<file path="src/rtl/instruction_fetch_unit_pkg.sv">
// Shared types and default constants for the instruction fetch unit.
package fetch_pkg;

   // Fetch sequencer states
   typedef enum logic [1:0] {
      IDLE = 2'd0,
      RUN  = 2'd1,
      DONE = 2'd2
   } fetch_state_t;

   localparam int unsigned DEF_ADDR_W   = 4;
   localparam int unsigned DEF_INSTR_W  = 4;
   localparam logic [3:0]  DEF_NOP_CODE = 4'h0;

endpackage : fetch_pkg

</file>
<file path="src/rtl/instruction_fetch_unit_if.sv">
// Control, program-load and instruction-issue bundle between the
// controlling agent (master) and the fetch unit (slave).
interface instruction_fetch_unit_if #(
   parameter int unsigned ADDR_W  = 4,
   parameter int unsigned INSTR_W = 4
);
   logic               prog_we;
   logic [ADDR_W-1:0]  prog_addr;
   logic [INSTR_W-1:0] prog_data;
   logic [ADDR_W-1:0]  end_addr;
   logic               start;
   logic               stall;
   logic               abort;
   logic [INSTR_W-1:0] instruction;
   logic               instr_valid;
   logic [ADDR_W-1:0]  pc;
   logic               busy;
   logic               done;

   modport master (
      output prog_we, prog_addr, prog_data, end_addr, start, stall, abort,
      input  instruction, instr_valid, pc, busy, done
   );

   modport slave (
      input  prog_we, prog_addr, prog_data, end_addr, start, stall, abort,
      output instruction, instr_valid, pc, busy, done
   );
endinterface : instruction_fetch_unit_if

</file>
<file path="src/rtl/instruction_fetch_unit_mem.sv">
// Program store: synchronous write, synchronous read, no reset on the array.
module instr_mem #(
   parameter int unsigned ADDR_W  = 4,
   parameter int unsigned INSTR_W = 4
) (
   input  logic               clk,
   input  logic               we,
   input  logic [ADDR_W-1:0]  waddr,
   input  logic [INSTR_W-1:0] wdata,
   input  logic [ADDR_W-1:0]  raddr,
   output logic [INSTR_W-1:0] rdata
);
   localparam int unsigned DEPTH = 1 << ADDR_W;

   logic [INSTR_W-1:0] mem_r [DEPTH];
   logic [INSTR_W-1:0] rdata_r;

   // Array write and registered read; a read in the same edge as a write
   // returns the old contents, so new data is visible from the next edge.
   always_ff @(posedge clk) begin
      if (we) begin
         mem_r[waddr] <= wdata;
      end
      rdata_r <= mem_r[raddr];
   end

   assign rdata = rdata_r;

endmodule : instr_mem

</file>
<file path="src/rtl/instruction_fetch_unit.sv">
// Instruction fetch unit: loadable program store, program counter and a
// three-state sequencer issuing one instruction per cycle to the processor.
// The store read register doubles as the instruction register; whenever no
// real fetch was issued the output is replaced by NOP_CODE.
module instruction_fetch_unit
   import fetch_pkg::*;
#(
   parameter int unsigned       ADDR_W   = DEF_ADDR_W,
   parameter int unsigned       INSTR_W  = DEF_INSTR_W,
   parameter logic [INSTR_W-1:0] NOP_CODE = DEF_NOP_CODE,
   parameter bit                LOOP_EN  = 1'b0
) (
   input  logic                      clk,
   input  logic                      rst_n,
   instruction_fetch_unit_if.slave   bus
);

   fetch_state_t       state_r, state_nxt_s;
   logic [ADDR_W-1:0]  pc_r, pc_nxt_s;
   logic [ADDR_W-1:0]  end_q_r, end_q_nxt_s;
   logic               valid_r, valid_nxt_s;
   logic               busy_r, done_r;
   logic               mem_we_s;
   logic [INSTR_W-1:0] rdata_s;

   // Program loading is locked out while a program is running.
   assign mem_we_s = bus.prog_we && (state_r != RUN);

   instr_mem #(
      .ADDR_W  (ADDR_W),
      .INSTR_W (INSTR_W)
   ) u_mem (
      .clk   (clk),
      .we    (mem_we_s),
      .waddr (bus.prog_addr),
      .wdata (bus.prog_data),
      .raddr (pc_r),
      .rdata (rdata_s)
   );

   // Next-state, next-PC and issue-valid decode; abort > start > stall > normal.
   always_comb begin
      state_nxt_s = state_r;
      pc_nxt_s    = pc_r;
      end_q_nxt_s = end_q_r;
      valid_nxt_s = 1'b0;
      if (bus.abort) begin
         state_nxt_s = IDLE;
         pc_nxt_s    = {ADDR_W{1'b0}};
      end else begin
         case (state_r)
            IDLE, DONE: begin
               if (bus.start) begin
                  state_nxt_s = RUN;
                  pc_nxt_s    = {ADDR_W{1'b0}};
                  end_q_nxt_s = bus.end_addr;
               end else begin
                  state_nxt_s = state_r;
               end
            end
            RUN: begin
               if (bus.stall) begin
                  valid_nxt_s = 1'b0;
               end else begin
                  valid_nxt_s = 1'b1;
                  if (pc_r == end_q_r) begin
                     if (LOOP_EN) begin
                        pc_nxt_s = {ADDR_W{1'b0}};
                     end else begin
                        state_nxt_s = DONE;
                     end
                  end else begin
                     pc_nxt_s = pc_r + ADDR_W'(1);
                  end
               end
            end
            default: begin
               state_nxt_s = IDLE;
               pc_nxt_s    = {ADDR_W{1'b0}};
            end
         endcase
      end
   end

   // Sequencer state, PC, captured end address and output flag registers.
   always_ff @(posedge clk or negedge rst_n) begin
      if (!rst_n) begin
         state_r <= IDLE;
         pc_r    <= {ADDR_W{1'b0}};
         end_q_r <= {ADDR_W{1'b0}};
         valid_r <= 1'b0;
         busy_r  <= 1'b0;
         done_r  <= 1'b0;
      end else begin
         state_r <= state_nxt_s;
         pc_r    <= pc_nxt_s;
         end_q_r <= end_q_nxt_s;
         valid_r <= valid_nxt_s;
         busy_r  <= (state_nxt_s == RUN);
         done_r  <= (state_nxt_s == DONE);
      end
   end

   assign bus.instruction = valid_r ? rdata_s : NOP_CODE;
   assign bus.instr_valid = valid_r;
   assign bus.pc          = pc_r;
   assign bus.busy        = busy_r;
   assign bus.done        = done_r;

endmodule : instruction_fetch_unit

</file>
<file path="src/flat_wrapper.sv">
// flat-port wrapper written by rule: the top's interface ports become plain ports
module instruction_fetch_unit_flat import fetch_pkg::*;
#(
   parameter int unsigned       ADDR_W   = DEF_ADDR_W,
   parameter int unsigned       INSTR_W  = DEF_INSTR_W,
   parameter logic [INSTR_W-1:0] NOP_CODE = DEF_NOP_CODE,
   parameter bit                LOOP_EN  = 1'b0
)
  (clk, rst_n, bus_prog_we, bus_prog_addr, bus_prog_data, bus_end_addr, bus_start, bus_stall, bus_abort, bus_instruction, bus_instr_valid, bus_pc, bus_busy, bus_done);
  instruction_fetch_unit_if #(.ADDR_W(ADDR_W), .INSTR_W(INSTR_W)) bus_i ();
  input  logic clk;
  input  logic rst_n;
  input wire logic [$bits(bus_i.prog_we)-1:0] bus_prog_we;
  input wire logic [$bits(bus_i.prog_addr)-1:0] bus_prog_addr;
  input wire logic [$bits(bus_i.prog_data)-1:0] bus_prog_data;
  input wire logic [$bits(bus_i.end_addr)-1:0] bus_end_addr;
  input wire logic [$bits(bus_i.start)-1:0] bus_start;
  input wire logic [$bits(bus_i.stall)-1:0] bus_stall;
  input wire logic [$bits(bus_i.abort)-1:0] bus_abort;
  output wire logic [$bits(bus_i.instruction)-1:0] bus_instruction;
  output wire logic [$bits(bus_i.instr_valid)-1:0] bus_instr_valid;
  output wire logic [$bits(bus_i.pc)-1:0] bus_pc;
  output wire logic [$bits(bus_i.busy)-1:0] bus_busy;
  output wire logic [$bits(bus_i.done)-1:0] bus_done;
  assign bus_i.prog_we = bus_prog_we;
  assign bus_i.prog_addr = bus_prog_addr;
  assign bus_i.prog_data = bus_prog_data;
  assign bus_i.end_addr = bus_end_addr;
  assign bus_i.start = bus_start;
  assign bus_i.stall = bus_stall;
  assign bus_i.abort = bus_abort;
  assign bus_instruction = bus_i.instruction;
  assign bus_instr_valid = bus_i.instr_valid;
  assign bus_pc = bus_i.pc;
  assign bus_busy = bus_i.busy;
  assign bus_done = bus_i.done;
  instruction_fetch_unit #(.ADDR_W(ADDR_W), .INSTR_W(INSTR_W), .NOP_CODE(NOP_CODE), .LOOP_EN(LOOP_EN)) u_core (.clk(clk), .rst_n(rst_n), .bus(bus_i));
endmodule
</file>
<file path="config.mk">
export PLATFORM = sky130hd
export DESIGN_NAME = instruction_fetch_unit_flat
export DESIGN_NICKNAME = d
export VERILOG_FILES = /design/src/rtl/instruction_fetch_unit_pkg.sv /design/src/rtl/instruction_fetch_unit_if.sv /design/src/rtl/instruction_fetch_unit_mem.sv /design/src/rtl/instruction_fetch_unit.sv /design/src/flat_wrapper.sv
export SDC_FILE = /design/constraint.sdc
export NUM_CORES = 1
export LEC_CHECK = 0
export ABC_AREA = 0
export CORE_ASPECT_RATIO = 1.1
export CORE_MARGIN = 4
export CORE_UTILIZATION = 41
export DETAILED_ROUTE_END_ITERATION = 6
export PLACE_DENSITY_LB_ADDON = 0.25
export SYNTH_ARGS = -nofsm -noshare
export SYNTH_HDL_FRONTEND = slang
export SYNTH_SLANG_ARGS = --single-unit
</file>
<file path="constraint.sdc">
create_clock -name clk -period 1.9 [get_ports clk]
set_input_delay 0.285 -clock clk [delete_from_list [all_inputs] [get_ports clk]]
set_output_delay 0.285 -clock clk [all_outputs]
set_load 0.05 [all_outputs]
</file>
**Word-level counts from Yosys, hierarchy flattened**

Memories as Yosys holds them, arrays and structs flattened. A register that Yosys moved wholly into a read port is not among the register bits.
Index checks and enable logic that the tools add are counted.
W data, S select, Z words.

- Bitwise gates (word level): 1
- Reductions and logical operators: 5
- Eq/ne operators: 9
- Mux-type cells: 16
- Add/sub/neg operators: 1

Operators by type and width:

| operator | number |
|---|---|
| $mux W4 | 5 |
| $ne A3 B3 Y1 const B | 3 |
| $mux W2 | 4 |
| $pmux W4 S2 | 1 |
| $reduce_and A3 Y1 | 2 |
| $mux W1 | 5 |
| $add A4 B1 Y4 const B | 1 |
| $eq A2 B1 Y1 const B | 2 |
| $eq A2 B2 Y1 const B | 2 |
| $eq A4 B4 Y1 | 1 |
| $pmux W2 S2 | 1 |
| $logic_not A2 Y1 | 1 |
| $ne A2 B1 Y1 const B | 1 |
| $reduce_or A2 Y1 | 1 |
| $logic_and A1 B1 Y1 | 1 |
| $not A1 Y1 | 1 |

- Logic and storage cells: 39
- Memories: 1
- Register bits: 13
- Memory bits (writable): 64
- Input port bits: 18

Memory list:

| memory | words | bits a word | rd ports | clocked after Yosys merged registers in | write ports | RTL line | RTL |
|---|---|---|---|---|---|---|---|
| u_core.u_mem.mem_r | 16 | 4 | 1 | 1 | 1 | instruction_fetch_unit_mem.sv:15 | `logic [INSTR_W-1:0] mem_r [DEPTH];` |

**Logic depth before layout (Yosys ltp)**

- Depth in word-level cells: 6
- Gate-level depth with buffers: 6
- Gate-level depth less buffers: 4

**By module**

A second synthesis with hierarchy kept.

- Cells, all modules: 187
- Area, all modules: 3339.5 µm²

Modules (own cells, without submodules):

| module | cells each | times used | area an instance (µm²) | sequential area each (µm²) |
|---|---|---|---|---|
| instr_mem | 130 | 1 | 2666.3 | 2001.9 |
| instruction_fetch_unit | 57 | 1 | 673.1 | 325.3 |

**Worst setup path before layout**

OpenSTA, ideal clock, no wires.

- Path type: reg-to-reg
- From: register u_core.pc_r[0] (netlist: u_core.bus.pc[0])
- To: register u_core.u_mem.rdata_r[2] (netlist: u_core.u_mem.rdata[2]), read port of u_core.u_mem.mem_r
- Stages on the path, launching flop included: 6
- Data required time: 1.780 ns
- Clock period less this slack: 1.843 ns
- Arrival: 1.723 ns
- Setup slack: 0.057 ns
- Library setup time: 0.120 ns
- Path buffers: 2
- Cell sequence: dfrtp_1 > buf_6 > buf_8 > mux4_2 > a22oi_1 > nand2_1

RTL lines:

| element | RTL line | RTL |
|---|---|---|
| from (decl) | instruction_fetch_unit.sv:19 | `logic [ADDR_W-1:0] pc_r, pc_nxt_s;` |
| from (signal assigned) | instruction_fetch_unit.sv:89 | `pc_r <= {ADDR_W{1'b0}};` |
| from (signal assigned) | instruction_fetch_unit.sv:96 | `pc_r <= pc_nxt_s;` |
| to (decl) | instruction_fetch_unit_mem.sv:16 | `logic [INSTR_W-1:0] rdata_r;` |

**Final worst setup path**

- From: register u_core.busy_r (netlist: u_core.bus.busy)
- To: output bus_busy

RTL lines:

| element | RTL line | RTL |
|---|---|---|
| from (decl) | instruction_fetch_unit.sv:22 | `logic busy_r, done_r;` |
| from (signal assigned) | instruction_fetch_unit.sv:99 | `busy_r <= (state_nxt_s == RUN);` |
| to (decl) | flat_wrapper.sv:23 | `output wire logic [$bits(bus_i.busy)-1:0] bus_busy;` |

No word-level cell between the ends.

==> PnR_summary.wiki <==
{| class="wikitable"
! Metric !! Value
|-
| Outcome || finished, final reports clean
|-
| Family with the most delay on the worst path || buffers and inverters
|-
| IR drop worst, VDD || 567 uV
|-
| Core ar. || 7910 sq um
|-
| Cell at the root of the clock tree || sky130_fd_sc_hd__clkbuf_8
|-
| Top-Level Pins || 29
|-
| Count of flip-flops with a built-in enable after synthesis || 64
|-
| Data required, critical path || 1.62 ns
|-
| Max-slew violations || 0
|-
| Post-detailed-route DRC marker count || 0
|-
| Aggregate global routing overflow || 0
|-
| Endpoint of the worst register-to-register path || u_core.u_mem.mem_r[4][1]
|-
| Most frequent cells in the layout || 64 x sky130_fd_sc_hd__edfxtp_1, 25 x sky130_fd_sc_hd__buf_4, 19 x sky130_fd_sc_hd__mux2i_1, 19 x sky130_fd_sc_hd__clkdlybuf4s50_1, 14 x sky130_fd_sc_hd__nor2_1
|-
| Hold_buf cts || 0
|-
| Starting utilization of the core area || 0.422
|-
| Peak Freq || 569 MHz
|-
| Bufs on Longest Clock Path || 2
|-
| CTS sink cnt || 81
|-
| Number of distinct library cells after synthesis || 36
|-
| Wire per inst || 16.7 um
|-
| TritonCTS Buffers || 9
|-
| Top cell type by total area after synthesis || sky130_fd_sc_hd__edfxtp_1
|-
| Die span in x || 94.1 um
|-
| Largest net degree at the start of global routing || 29
|-
| Synthesized cell area || 3340 sq um
|-
| Antenna diode instance count || 0
|-
| PostCTS Resize Cnt || 0
|-
| Average footprint of a synthesized cell || 16.5 sq um
|-
| Number of fill cells in the layout || 676
|-
| Number of nets in the layout || 272
|-
| Unrepaired setup endpoints after global routing || no
|-
| Sequential share of the synthesized area || 0.697
|-
| Most common flop cell mapped by yosys || sky130_fd_sc_hd__edfxtp_1
|-
| CTS tree || done
|-
| Synthesis-to-finish area growth || 22.9%
|-
| Static leakage || 1.45 nW
|-
| Vias in the first global route || 1801
|-
| Series of cell instances along the critical path || clkdlybuf4s50_1
|-
| Global-route wire length before repair || 9740 um
|-
| Longest individual stage delay on the worst path || 0.79 ns
|-
| Detailed Route WL || 6100 um
|-
| Drt pass-1 iters || 4
|-
| Die span in y || 103 um
|-
| Least-Margin Pin Slew || 0.643 ns
|-
| Post-layout min period || 1.76 ns
|-
| Insertion delay of the later-clocked pin in the worst-skew pair || 0.35 ns
|-
| Worst-case reg-to-reg path depth || 4
|-
| Start point of the critical path || u_core.bus.busy
|-
| Worst Skew || 0.00561 ns
|-
| Number of antenna violations at the first check in global routing || 0
|-
| Max-cap check violation count || 0
|-
| Hold crit path type || in -> async
|-
| Site row count || 34
|-
| Crit path launch type || flip-flop
|-
| H-tree levels || 3
|-
| Area share of the leading cell type in the synthesized netlist || 0.575
|-
| Area enclosed by the die boundary || 9660 sq um
|-
| Number of synthesized register bits || 81
|-
| Net count of the mapped netlist || 222
|-
| Critical Path Fanout Max || 1
|-
| Proportion of layout cells with a drive suffix above 1 || 0.244
|-
| Post-CTS Repair Setup Buffers || 0
|-
| Reg2reg start || u_core.state_r[1]
|-
| Total negative slack || 0 ns
|-
| Reg2Reg Setup Slack || 0.20 ns
|-
| Clk slew on worst S/H paths || 0.08 ns
|-
| Vias per Instance || 5.05
|-
| Pre-CTS setup slack || 0.0332 ns
|-
| Critical Path End Type || primary output
|-
| Number of hold violations in the final report || 0
|-
| # port buffers || 28
|-
| First-iteration detailed-routing DRC count || 103
|-
| GR Util All Layers || 0.138
|-
| Slowest cell on the critical path || sky130_fd_sc_hd__clkdlybuf4s50_1
|-
| Mapped Cells || 203
|-
| Most frequent standard cell in the layout excluding fill and tap cells || sky130_fd_sc_hd__edfxtp_1
|-
| Placed wire-length estimate || 4230 um
|-
| Final setup violation count || 0
|-
| Max transition margin || 0.570
|-
| CP Class || reg -> out
|-
| Arrival time of the worst setup path || 1.47 ns
|-
| Top post-synthesis cells by area || sky130_fd_sc_hd__edfxtp_1 58%, sky130_fd_sc_hd__dfrtp_1 9.7%, sky130_fd_sc_hd__mux2i_1 5.7%
|-
| Post-synthesis async set-or-reset flop share || 0.160
|-
| Routed Antenna Nets || 0
|-
| Buf+Inv Stages, Crit Path || 1
|-
| Setup WS post-layout || 0.141 ns
|-
| Synth Warn # || 0
|-
| RePlAce Congestion || 0.725
|-
| Total via count in the routed design || 1847
|-
| Cell Pwr Density || 937 nW/um^2
|-
| Final period util || 0.926
|}
metrics by stage:
stage,hold WS [ns],power (W),util,std cells,instance area [sq um]
final,0.299,0.00385,0.519,366,4110
after global routing,0.353,0.00400,0.519,366,4110
after CTS,0.313,0.00388,0.518,366,4100
after detailed placement,0.521,0.00236,0.487,350,3850
after global placement,0.515,0.00236,0.487,350,3850
after floorplan,-0.0106,0.00223,-,203,3340
cells in the mapped netlist, types with 2 or more instances:
cell type	n
sky130_fd_sc_hd__buf_4	2
sky130_fd_sc_hd__nand2_1	12
sky130_fd_sc_hd__or3_1	2
sky130_fd_sc_hd__a221oi_1	8
sky130_fd_sc_hd__a22o_1	2
sky130_fd_sc_hd__a21o_1	2
sky130_fd_sc_hd__xor2_1	4
sky130_fd_sc_hd__mux4_2	8
sky130_fd_sc_hd__dfrtp_1	13
sky130_fd_sc_hd__a22oi_1	4
sky130_fd_sc_hd__clkbuf_2	2
sky130_fd_sc_hd__buf_6	2
sky130_fd_sc_hd__and2_1	5
sky130_fd_sc_hd__edfxtp_1	64
sky130_fd_sc_hd__o21ai_0	4
sky130_fd_sc_hd__mux2_2	5
sky130_fd_sc_hd__nor2_1	14
sky130_fd_sc_hd__nor3_1	7
sky130_fd_sc_hd__dfxtp_1	4
sky130_fd_sc_hd__nand2b_1	4
sky130_fd_sc_hd__nand4b_1	2
sky130_fd_sc_hd__mux2i_1	19
layout make-up:
class	instances	area, sq um	area share
flip-flops and latches	81	2330	0.567
multi-input cells	112	941	0.229
repair buffers	48	450	0.110
well taps	108	135	0.0329
clock inverters	7	125	0.0305
clock buffers	9	124	0.0302
inverters	1	3.75	0.000914
registers in the layout, indices dropped and copies added (netlist names):
register                flops
u_core.u_mem.mem_r         64
u_core.bus.pc               4
u_core.end_q_r              4
u_core.u_mem.rdata          4
u_core.state_r              2
u_core.bus.busy             1
u_core.bus.done             1
u_core.bus.instr_valid      1
worst reg2reg max path, delay by kind of cell, from the launching register on:
kind             cells  cell delay (ns)
AND/OR/NAND/NOR      4             0.99
flip-flops           1             0.39
per-layer routing:
layer / up-vias / track usage / share of wire
li1: 891 / - / -
met5: - / 0 / 0
met2: 46 / 0.222 / 0.47
met3: 10 / 0.0380 / 0.053
met1: 900 / 0.179 / 0.46
met4: 0 / 0.0500 / 0.017
cell families (layout without fill, tap and decap cells):
group	after synthesis	count (layout)	share of synthesized area
flip-flops	81	81	0.697
AND/OR/NAND/NOR	53	53	0.0861
buffers and inverters	10	65	0.0225
multiplexers	32	32	0.128
XOR/XNOR	4	4	0.0105
adder cells (fa/ha/maj)	1	1	0.00374
AO/OA/AOI/OAI	22	22	0.0528
how the worst max path moves through the flow:
stage / to / slack (ns) / cells after the start
final: bus_busy / 0.14 / 1
after floorplan: u_core.u_mem.rdata[2] / 0.06 / 5
after CTS: bus_instr_valid / 0.01 / 1
after detailed placement: u_core.u_mem.mem_r[0][1] / 0.03 / 5
after global placement: u_core.u_mem.mem_r[0][1] / 0.05 / 5
after global routing: u_core.u_mem.mem_r[4][0] / 0.07 / 4
report_power, final:
part | internal (W) | leakage [nW] | switching (W) | total (W)
sequential | 0.00196 | 0.781 | 0.0000264 | 0.00199
clock | 0.000886 | 0.118 | 0.000649 | 0.00153
combinational | 0.000148 | 0.554 | 0.000176 | 0.000325
No activity file was read; power rests on OpenSTA's default activity.
